===== src/rtl/branch_resolve_stage.sv =====
// rtl/branch_resolve_stage.sv - EX-stage branch resolution, redirect/flush FSM and bimodal BHT (optional BRANCH_PERF_CNT_EN perf counters)
module branch_resolve_stage #(
   parameter int XLEN         = 32,
   parameter int BHT_ENTRIES  = 64,
   parameter int FLUSH_CYCLES = 2
) (
   input  logic            clk,
   input  logic            rst_n,
   input  logic            ex_valid,
   input  logic            ex_is_branch,
   input  logic            ex_is_jump,
   input  logic            ex_token,
   input  logic [XLEN-1:0] ex_pc,
   input  logic [XLEN-1:0] ex_target,
   input  logic            ex_pred_taken,
   input  logic [XLEN-1:0] ex_pred_target,
   input  logic            stall,
   input  logic [XLEN-1:0] if_pc,
   output logic            if_pred_taken,
   output logic            redirect_valid,
   output logic [XLEN-1:0] redirect_pc,
   output logic            flush
`ifdef BRANCH_PERF_CNT_EN
   ,
   output logic [XLEN-1:0] perf_branches,
   output logic [XLEN-1:0] perf_mispredicts
`endif
);

   localparam int IDXW     = $clog2(BHT_ENTRIES);
   localparam int CNTW     = (FLUSH_CYCLES > 2) ? $clog2(FLUSH_CYCLES - 1) : 1;
   localparam int LOAD_INT = (FLUSH_CYCLES >= 2) ? FLUSH_CYCLES - 2 : 0;
   localparam logic [CNTW-1:0] FLUSH_LOAD = LOAD_INT[CNTW-1:0];

   typedef enum logic [1:0] {IDLE, REDIRECT, FLUSH} state_t;

   state_t          state;
   logic [CNTW-1:0] flush_cnt;
   logic [1:0]      bht [BHT_ENTRIES];

   logic            accept;
   logic            actual_taken;
   logic [XLEN-1:0] actual_next;
   logic            mispredict;
   logic [IDXW-1:0] upd_idx;
   logic [IDXW-1:0] rd_idx;
   logic            unused_if_pc;

   // Wrong-path instructions (anything seen outside IDLE) never reach resolution.
   assign accept       = ex_valid & ~stall & (state == IDLE) & (ex_is_branch | ex_is_jump);
   assign actual_taken = ex_is_jump | (ex_is_branch & ex_token);
   assign actual_next  = actual_taken ? ex_target : ex_pc + XLEN'(4);
   assign mispredict   = (actual_taken != ex_pred_taken) |
                         (actual_taken & (ex_pred_target != ex_target));

   assign upd_idx       = ex_pc[IDXW+1:2];
   assign rd_idx        = if_pc[IDXW+1:2];
   assign if_pred_taken = bht[rd_idx][1];
   assign unused_if_pc  = ^{if_pc[XLEN-1:IDXW+2], if_pc[1:0]};

   // Redirect/flush sequencer: one REDIRECT cycle followed by the remaining flush cycles.
   always_ff @(posedge clk or negedge rst_n) begin
      if (!rst_n) begin
         state          <= IDLE;
         flush_cnt      <= '0;
         redirect_valid <= 1'b0;
         redirect_pc    <= '0;
         flush          <= 1'b0;
      end else begin
         case (state)
            IDLE: begin
               if (accept && mispredict) begin
                  state          <= REDIRECT;
                  redirect_pc    <= actual_next;
                  redirect_valid <= 1'b1;
                  flush          <= 1'b1;
               end
            end
            REDIRECT: begin
               redirect_valid <= 1'b0;
               if (FLUSH_CYCLES == 1) begin
                  state <= IDLE;
                  flush <= 1'b0;
               end else begin
                  state     <= FLUSH;
                  flush_cnt <= FLUSH_LOAD;
                  flush     <= 1'b1;
               end
            end
            FLUSH: begin
               if (flush_cnt == '0) begin
                  state <= IDLE;
                  flush <= 1'b0;
               end else begin
                  flush_cnt <= flush_cnt - 1'b1;
               end
            end
            default: begin
               state          <= IDLE;
               redirect_valid <= 1'b0;
               flush          <= 1'b0;
            end
         endcase
      end
   end

   // Bimodal training: only accepted conditional branches move their 2-bit counter.
   always_ff @(posedge clk or negedge rst_n) begin
      if (!rst_n) begin
         for (int i = 0; i < BHT_ENTRIES; i++) bht[i] <= 2'b01;
      end else if (accept && ex_is_branch && !ex_is_jump) begin
         if (ex_token) begin
            if (bht[upd_idx] != 2'b11) bht[upd_idx] <= bht[upd_idx] + 2'b01;
         end else begin
            if (bht[upd_idx] != 2'b00) bht[upd_idx] <= bht[upd_idx] - 2'b01;
         end
      end
   end

`ifdef BRANCH_PERF_CNT_EN
   // Resolved-branch and mispredict event counters, free-running with wrap.
   always_ff @(posedge clk or negedge rst_n) begin
      if (!rst_n) begin
         perf_branches    <= '0;
         perf_mispredicts <= '0;
      end else if (accept) begin
         perf_branches <= perf_branches + 1'b1;
         if (mispredict) perf_mispredicts <= perf_mispredicts + 1'b1;
      end
   end
`endif

endmodule


===== config.mk =====
export PLATFORM = sky130hd
export DESIGN_NAME = branch_resolve_stage
export DESIGN_NICKNAME = d
export VERILOG_FILES = /design/src/rtl/branch_resolve_stage.sv
export SDC_FILE = /design/constraint.sdc
export NUM_CORES = 1
export LEC_CHECK = 0
export CORE_ASPECT_RATIO = 0.8
export CORE_MARGIN = 2
export CORE_UTILIZATION = 40
export DETAILED_ROUTE_END_ITERATION = 8
export GPL_TIMING_DRIVEN = 0
export HOLD_SLACK_MARGIN = 0.02
export PLACE_DENSITY = 0.68
export SLEW_MARGIN = 20
export SYNTH_ARGS = -nofsm -noshare
export SYNTH_HDL_FRONTEND = slang
export SYNTH_SLANG_ARGS = --single-unit

===== constraint.sdc =====
create_clock -name clk -period 3.9 [get_ports clk]
set_input_delay 0.78 -clock clk [delete_from_list [all_inputs] [get_ports clk]]
set_output_delay 0.78 -clock clk [all_outputs]
set_load 0.01 [all_outputs]

# ---- Word-level counts from Yosys, hierarchy flattened
# Index checks and enable logic that the tools add are counted.
dict set report word_totals {
  out_inout_bits 35
  ff_bits 165
  input_bits 136
}
dict set report op_classes {
  n_reduce_logical 13
  order_cmp 3
  addsub 4
  bitwise_logic 12
  mux 23
  n_eq_ne 8
}
# cell count
set ops {}
lappend ops {{128-bit two-way mux} 3}
lappend ops {{128-bit bitwise mux} 2}
lappend ops {{32-bit by 3-bit adder with 32-bit output (second input constant)} 1}
lappend ops {{32-bit two-way mux} 1}
lappend ops {{32-bit inequality test} 1}
lappend ops {{2-bit binary-select mux with 6-bit select} 2}
lappend ops {{7-bit greater-or-equal comparator (second input constant)} 2}
lappend ops {{2-bit two-way mux} 7}
lappend ops {{6-bit inverter with 7-bit output} 2}
lappend ops {{2-bit demux with 6-bit select} 1}
lappend ops {{7-bit by 1-bit < comparator with 1-bit output (second input constant)} 1}
lappend ops {{2-bit one-hot mux with 3 select lines} 1}
lappend ops {{2-bit AND reduction} 3}
lappend ops {{2-bit nonzero test} 3}
lappend ops {{1-bit bitwise AND} 5}
lappend ops {{1-bit logical AND} 4}
lappend ops {{2-bit by 1-bit inequality test with 1-bit output (second input constant)} 2}
lappend ops {{2-bit inequality test (second input constant)} 2}
lappend ops {{1-bit one-hot mux with 2 select lines} 2}
lappend ops {{1-bit two-way mux} 3}
lappend ops {{1-bit OR} 3}
lappend ops {{1-bit one-hot mux with 3 select lines} 1}
lappend ops {{3-bit AND reduction} 1}
lappend ops {{2-bit by 1-bit adder with 2-bit output (second input constant)} 1}
lappend ops {{8 further kinds} 9}

# ---- Depth between registers and ports, before layout
# Gate-level depths: netlist of run 1.
dict set report depth {
  word_depth 8
  mapped_depth 17
}

# ---- Least setup slack after synthesis of run 1
# Ideal clock, no wire load.
dict set report synth_timing {
  path_type {input-to-reg}
  start {input port ex_pc[3]}
  end {register bht[109] (netlist name)}
  t_arrival_ps 3673
  stages 14
  path_buffers 2
  setup_slack_ps 102
  cell_sequence {buf_4 buf_6 mux4_2 nor2b_1 a211oi_4 nor2_1 and4b_1 ha_1 mux2i_1 and4b_1 nand2b_2 nor2_1 nand2_1 mux2_2}
}
dict set report synth_via {
  elab_chain_len 8
}
# item line_no
set synth_rtl {}
lappend synth_rtl {{from (decl)} 13} ;# input logic [XLEN-1:0] ex_pc,
lappend synth_rtl {{6-bit inverter with 7-bit output (not written as such) *} {113, 115}}
lappend synth_rtl {{2-bit binary-select mux with 6-bit select (tied with other cells)} {113, 115}}
lappend synth_rtl {{2-bit two-way mux (not written as such) or 1-bit logical AND (tied branches)} {113, 115}}
lappend synth_rtl {{2-bit two-way mux (not written as such)} {113, 115}}
lappend synth_rtl {{2-bit by 1-bit subtractor with 2-bit output (tied with other cells)} 115} ;# if (bht[upd_idx] != 2'b00) bht[upd_idx] <= bht[upd_idx] - 2'b01;
lappend synth_rtl {{128-bit bitwise mux (on tied branches)} {115, 113}}
lappend synth_rtl {{128-bit two-way mux (on tied branches)} {115, 113}}
lappend synth_rtl {{128-bit two-way mux} 112} ;# if (ex_token) begin
lappend synth_rtl {{to (decl)} 39} ;# logic [1:0] bht [BHT_ENTRIES];
# Mark *: on every way between the ends. The rest lies on a longest branch, timed or not. The select of a mux whose other input is x is not followed.
# A chain may end at the register's enable or synchronous reset.

# ---- Worst setup path in the final report of run 1
dict set report layout_timing {
  start {input port ex_pc[3]}
  end {register bht[123] (netlist name)}
}
# Same word-level chain as after synthesis.

==> impl_results.md, run 1 <==
* Die width at 178 µm
* Vias/cell at 5.89
* Core ar. at 0.0236 mm²
* Post-route ant nets at 0
* Syn avg cell area at 11.5 µm²
* Max VDD drop at 0.319 mV
* Compound-Gate Fraction of Synth Area at 7.09%
* First-pass GRT wire length at 47900 µm
* Synth warn at 0
* Core Rows at 50
* Final setup viols at 0
* Startpoint type of the worst setup path: input port
* Area grow syn2layout at 34.4%
* Final worst-path cycle share at 99.7%
* Htree depth at 4
* Routability cong. at 0.958
* Top cell type by total area after synthesis: dfrtp_1
* Post-Syn Instances at 844
* EDFF count, synth at 0
* Avg WL per Cell at 24.0 µm
* DP Wirelength at 23000 µm
* Critical path arrival at 4.21 ns
* Hold Crit Class: input port to asynchronous set/reset pin
* Max_slew headroom at 48.6%
* CTS buffer count at 17
* Place WS at -2.11 ns
* Crit-path max FO at 10
* Worst Path Required at 4.22 ns
* Total grt overflow at 0
* Max Cap Violations at 0
* Initial antenna violation count at 0
* WL final at 32600 µm
* Seq cells post-synth at 164
* Min Tclk post-route at 3.89 ns
* Max Slew Vio Count at 0
* Layout fillers at 1953
* DIE AREA at 0.0256 mm²
* Finished Core Util at 55.2%
* Post-Synthesis Net Count at 983
* Clk_skew at 0.00774 ns
* R2r worst-path depth at 16
* Synth top area cells: dfrtp_1 (26%), dfstp_2 (17%), mux2_2 (16%)
* Clock sinks at 164
* Kind of end point of the critical path: register
* Hold Buf Count CTS at 0
* Setup slack after layout at 0.0128 ns
* Post-synth top area share at 25.7%
* Gr usage total at 25.4%
* Nets at 1175
* Mux cell area share after synthesis at 28.5%
* FF-to-FF End: bht[123]$_DFFE_PN0P_
* Total number of vias at 8012
* R2r setup slk at 0.33 ns
* Bufs on Longest Clock Path at 2
* Initial Utilization at 41.1%
* Layout cells sized above 1 at 42.2%
* Pre-antenna DRT Iters at 6
* Critical path class: input port to register
* Boundary Pins at 171
* Seq/Total Area, Yosys at 43.0%
* Fmax at 257 MHz
* Ys flop type: dfrtp_1
* DRC at 0
* Die H at 143 µm
* CTS tree: done
* Post-Syn Area at 0.00972 mm²
* ANT cells at 0
* Clock latency at the later pin of the worst-skew pair at 0.44 ns
* Root buffer cell: clkbuf_16
* Adder-cell share of the synthesized area at 0.386%
* # port buffers at 139
* Clk slew on worst S/H paths at 0.07 ns
* Worst-Margin Slew at 0.766 ns
* Cell Pwr Density at 363 mW/mm²
* Largest family of logic cells by synthesized area: multiplexers
* Simple-gate area share of the yosys netlist at 12.7%
* Unique masters post-synth at 64
* Fin Setup TNS at 0 ns
* Xor and xnor area share after synthesis at 5.32%
* Total power at 4.74 mW
* Async S/R FF share, synth at 100%
* Vias in the first global route at 7748
* Iter 0 DRT Violations at 770
* Status: completed
* Hold Vio Cnt, Final at 0
* Pleak at 5.36 nW
* Largest net degree at the start of global routing at 89
## cells in the final DEF (no fill, tap or decap), drive strengths merged, types with 3 or more instances in the layout
cell type	n
and4	5
xnor2	22
buf	61
xor2	37
nor2	66
clkinvlp	3
a221oi	4
or2	5
o22ai	11
a211oi	6
clkinv	3
clkdlybuf4s50	132
clkbuf	48
mux2	165
nand3	19
inv	10
or3	3
nand2	88
a21oi	27
a31oi	3
ha	3
mux4	26
nand4	14
mux2i	22
nor4	7
o21ai	25
nor2b	9
dfstp	64
and2	8
dfrtp	100
and3	9
a22oi	14
## repair_timing
item | CTS | global route
cloned | 1 | 1
setup endpoints to repair | 128 | 129
gates resized for setup | 142 | 54
pin swaps | 8 | 10
buffers inserted | 16 | 19
## cell families (layout without fill, tap and decap cells)
| logic type | after synthesis | after routing |
|---|---|---|
| fa+ha+maj | 3 | 3 |
| flops | 164 | 164 |
| mux | 213 | 213 |
| xor+xnor | 59 | 59 |
| simple gates | 246 | 246 |
| buf+inv | 56 | 261 |
| compound gates | 103 | 103 |
## Yosys cell counts, types with 2 or more instances
| cell | instances |
|---|---|
| a211oi_1 | 5 |
| a21oi_1 | 27 |
| a221o_1 | 2 |
| a221oi_1 | 4 |
| a22oi_1 | 14 |
| a2bb2oi_1 | 2 |
| a31oi_1 | 3 |
| and2_1 | 7 |
| and3_1 | 9 |
| and4_1 | 5 |
| and4b_1 | 2 |
| buf_1 | 2 |
| buf_12 | 2 |
| buf_2 | 14 |
| buf_4 | 4 |
| clkbuf_1 | 24 |
| dfrtp_1 | 100 |
| dfstp_2 | 64 |
| ha_1 | 3 |
| inv_1 | 8 |
| mux2_2 | 138 |
| mux2_4 | 27 |
| mux2i_1 | 22 |
| mux4_2 | 26 |
| nand2_1 | 88 |
| nand3_1 | 17 |
| nand3_2 | 2 |
| nand4_1 | 14 |
| nor2_1 | 65 |
| nor2b_1 | 9 |
| nor3b_1 | 2 |
| nor4_1 | 5 |
| nor4_4 | 2 |
| o21ai_0 | 24 |
| o22ai_1 | 10 |
| or2_2 | 5 |
| or3_1 | 3 |
| xnor2_1 | 22 |
| xor2_1 | 37 |
## power by group
| group | switching, mW | leakage, nW | total (mW) | internal [mW] |
|---|---|---|---|---|
| logic | 0.533 | 3.09 | 1.10 | 0.568 |
| clock network | 0.729 | 0.288 | 1.73 | 1.00 |
| registers | 0.0786 | 1.98 | 1.91 | 1.83 |
| total | 1.34 | 5.36 | 4.74 | 3.40 |
## layer usage
metal | GRT usage, % | vias up | wire, µm
met2 | 37.0 | 421 | 14600
li1 | - | 3461 | -
met4 | 7.40 | 0 | 795
met3 | 6.43 | 66 | 3120
met1 | 37.2 | 4064 | 14100
met5 | 0 | - | 0
## worst max-delay path: stages
cell	delay, ns
buf_6	0.11
buf_12	0.14
buf_12	0.14
buf_12	0.15
nor2b_4	0.16
a22oi_1	0.19
nor2_1	0.06
a221o_2	0.35
nand2_1	0.16
nand4b_1	0.14
ha_2	0.21
mux2i_2	0.20
and4b_2	0.38
nand2b_4	0.12
buf_4	0.16
nor2_4	0.14
buf_4	0.19
nand2_1	0.10
mux2_2	0.32
## how the worst max path moves through the flow
stage	startpoint	to	slack, ns	cells after the start
CTS	ex_pc[3]	bht[63]$_DFFE_PN0P_	0.01	18
detailed placement	ex_pc[4]	bht[59]$_DFFE_PN0P_	-2.11	15
global route	ex_pc[4]	bht[123]$_DFFE_PN0P_	-0.03	17
global placement	rst_n	bht[67]$_DFFE_PN0P_	-4.68	1
floorplan	ex_pc[3]	bht[109]$_DFFE_PN0P_	0.10	14
finish	ex_pc[3]	bht[123]$_DFFE_PN0P_	0.01	19
## final cells by class
cell class / instances / area, µm² / area share (%)
multi-input combinational: 624 / 5700 / 43.6
sequential: 164 / 4180 / 32.0
timing repair buffer: 177 / 1760 / 13.5
clock buffer: 22 / 474 / 3.63
buffer: 44 / 399 / 3.06
tap: 312 / 390 / 2.99
clock inverter: 10 / 120 / 0.920
inverter: 8 / 33.8 / 0.259
## stage by stage
step / area [µm²] / hold WS [ns] / cells
floorplan: 9720 / 0.474 / 844
global placement: 11500 / 0.487 / 1295
detailed placement: 11500 / 0.491 / 1296
CTS: 12700 / 0.340 / 1341
global route: 13100 / 0.355 / 1361
finish: 13100 / 0.304 / 1361
No activity file was read; power rests on OpenSTA's default activity.
==> run 2, diff against run 1 <==
--- a/config.mk
+++ b/config.mk
@@ -10,7 +10,8 @@
 export CORE_UTILIZATION = 40
 export DETAILED_ROUTE_END_ITERATION = 8
+export DONT_BUFFER_PORTS = 1
 export GPL_TIMING_DRIVEN = 0
 export HOLD_SLACK_MARGIN = 0.02
-export PLACE_DENSITY = 0.68
+export PLACE_DENSITY = 0.59
 export SLEW_MARGIN = 20
 export SYNTH_ARGS = -nofsm -noshare
==> constraint.sdc (replaced) <==
create_clock -name clk -period 3.9 [get_ports clk]
set_input_delay 0.975 -clock clk [delete_from_list [all_inputs] [get_ports clk]]
set_output_delay 0.975 -clock clk [all_outputs]
set_load 0.01 [all_outputs]
==> impl_results.md, run 2 (synthesis gave the netlist of run 1 again) <==
* Placed Area at 0.0101 mm² (-12%)
* Startpoint type of the worst setup path: input port
* Worst Path Required at 4.23 ns (about the same)
* CP cell instances: buf_16, buf_12, buf_12, buf_12, mux4_2, mux2i_2, o22ai_1, and3b_2, nand4_1, ha_2, mux2i_2, and4b_2, buf_4, nand3_2, nor2_1, mux2_2
* Clk_skew at 0.0112 ns (+0.00349 ns)
* Die width at 178 µm (unchanged)
* Vias/cell at 5.94 (+0.84%)
* Vias in the first global route at 7168 (-7.5%)
* Core ar. at 0.0236 mm² (unchanged)
* Clock sinks at 164 (unchanged)
* Root buffer cell: clkbuf_16
* Failing checks: setup timing
* Worst-Margin Slew at 0.948 ns (+0.182 ns)
* Largest net degree at the start of global routing at 165 (+85%)
* Die H at 143 µm (unchanged)
* Max Slew Vio Count at 0 (unchanged)
* DIE AREA at 0.0256 mm² (unchanged)
* Unrepaired setup endpoints after global routing: true
* Initial Utilization at 41.1% (unchanged)
* Setup slack after layout at -0.00642 ns (-0.0192 ns)
* ANT cells at 0 (unchanged)
* Bufs on Longest Clock Path at 2 (unchanged)
* Area grow syn2layout at 18.3%
* Hold Vio Cnt, Final at 0 (unchanged)
* # port buffers at 0 (-100%)
* WL final at 31200 µm (-4.4%)
* Pre-antenna DRT Iters at 5 (-1)
* Pleak at 4.75 nW (-11%)
* Initial antenna violation count at 0 (unchanged)
* R2r setup slk at 0.43 ns (+0.10 ns)
* Top delay family on crit path: simple AND/OR/NAND/NOR gates
* Fmax at 256 MHz (-0.49%)
* Max VDD drop at 0.327 mV (+2.5%)
* Post-route ant nets at 0 (unchanged)
* Core Rows at 50 (unchanged)
* Clock latency at the later pin of the worst-skew pair at 0.44 ns (about the same)
* Iter 0 DRT Violations at 772 (+0.26%)
* Finished Core Util at 48.6% (-6.6 points)
* Min Tclk post-route at 3.91 ns (+0.0192 ns)
* Cell Pwr Density at 384 mW/mm² (+5.9%)
* Max Cap Violations at 0 (unchanged)
* R2r worst-path depth at 14 (-2)
* Status: complete, but fails checks
* CTS buffer count at 17 (unchanged)
* Final setup viols at 1 (+1)
* Clk slew on worst S/H paths at 0.07 ns (about the same)
* Critical path arrival at 4.23 ns (+0.02 ns)
* Critical Path Most Common Cell: buf_12
* CP Depth at 16 (-3)
* Commonest non-fill, non-tap cell in the layout: mux2_2
* Max_slew headroom at 36.3% (-12 points)
* DRC at 0 (unchanged)
* Commonest non-fill, non-tap cells in the layout: mux2_2 (123), dfrtp_1 (100), nand2_1 (80)
* CTS tree: done
* Nets at 1028 (-13%)
* Htree depth at 4 (unchanged)
* Hold Buf Count CTS at 0 (unchanged)
* Worst Path Buf+Inv at 5 (-1)
* First-pass GRT wire length at 46200 µm (-3.5%)
* DP Wirelength at 22200 µm (-3.9%)
* Boundary Pins at 171 (unchanged)
* Gr usage total at 24.7% (-0.66 points)
* Total grt overflow at 0 (unchanged)
* Final worst-path cycle share at 100% (+0.49 points)
* Critical path class: input port to register
* Total number of vias at 7207 (-10%)
* FF-to-FF End: bht[81]$_DFFE_PN0P_
* Hold Crit Class: input port to asynchronous set/reset pin
* Slowest CP cell: and4b_2
* Avg WL per Cell at 25.7 µm (+7.2%)
* Layout fillers at 2181 (+12%)
* Kind of end point of the critical path: register
* Max incr delay on CP at 0.36 ns (-0.02 ns)
* Post-Layout Inst Area at 0.0115 mm² (-12%)
* Crit-path max FO at 8 (-2)
* Routability cong. at 0.980 (+2.3%)
* Layout cells sized above 1 at 46.2% (+4.0 points)
[run 2: worst register-to-register path, delay by kind of cell (launching register included)]
family,cells,cell delay [ns]
mux,3,0.60
buf+inv,2,0.33
flops,1,0.53
compound gates,3,0.58
simple gates,5,1.09
fa+ha+maj,1,0.22
[run 2: routing by layer]
metal | wire length, µm | GRT usage [%] | up-vias
met4 | 637 | 7.32 | 0
met2 | 13600 | 34.7 | 314
met3 | 2760 | 7.35 | 48
met5 | 0 | 0 | -
met1 | 14200 | 36.6 | 3677
li1 | - | - | 3168
[run 2: area by class of cell]
| class | count | area (µm²) | share of cell area (%) |
|---|---|---|---|
| plain buffers | 45 | 357 | 3.10 |
| well taps | 312 | 390 | 3.39 |
| clock inverters | 11 | 151 | 1.32 |
| repair buffers | 29 | 275 | 2.39 |
| inverters | 8 | 33.8 | 0.294 |
| multi-input cells | 624 | 5650 | 49.1 |
| clock buffers | 21 | 460 | 4.00 |
| flip-flops and latches | 164 | 4180 | 36.4 |
[run 2: worst max-delay path by stage]
stage / endpoint / start / slack (ns)
after floorplan: bht[107]$_DFFE_PN0P_ / ex_pc[3] / -0.04
after global placement: bht[29]$_DFFE_PN0P_ / ex_pc[3] / -1.73
after detailed placement: bht[75]$_DFFE_PN0P_ / ex_pc[3] / -1.71
after CTS: bht[19]$_DFFE_PN0P_ / ex_pc[3] / 0.009
after global routing: bht[123]$_DFFE_PN0P_ / ex_pc[3] / -0.05
final: bht[81]$_DFFE_PN0P_ / ex_pc[3] / -0.006
[run 2: power by group]
part	internal (mW)	switching, mW
registers	1.83	0.155
logic	0.309	0.340
clock network	1.04	0.740
[run 2: stage by stage]
step                      hold WS (ns)  setup WS (ns)  total power, mW  std cells   TNS, ns
after floorplan                  0.474        -0.0403             2.39        844     -1.09
after global placement           0.488          -1.73             2.58       1156   -177.46
after detailed placement         0.500          -1.71             2.58       1156   -178.52
after CTS                        0.218        0.00893             4.41       1204         0
after global routing             0.225        -0.0530             4.56       1214    -0.862
final                            0.249       -0.00642             4.42       1214  -0.00642
[run 2: timing repair]
item	CTS	global route
hold endpoints to repair	0	0
gates resized for setup	111	33
pin swaps	12	12
buffers inserted	18	10
setup endpoints to repair	129	90
cloned	1	0
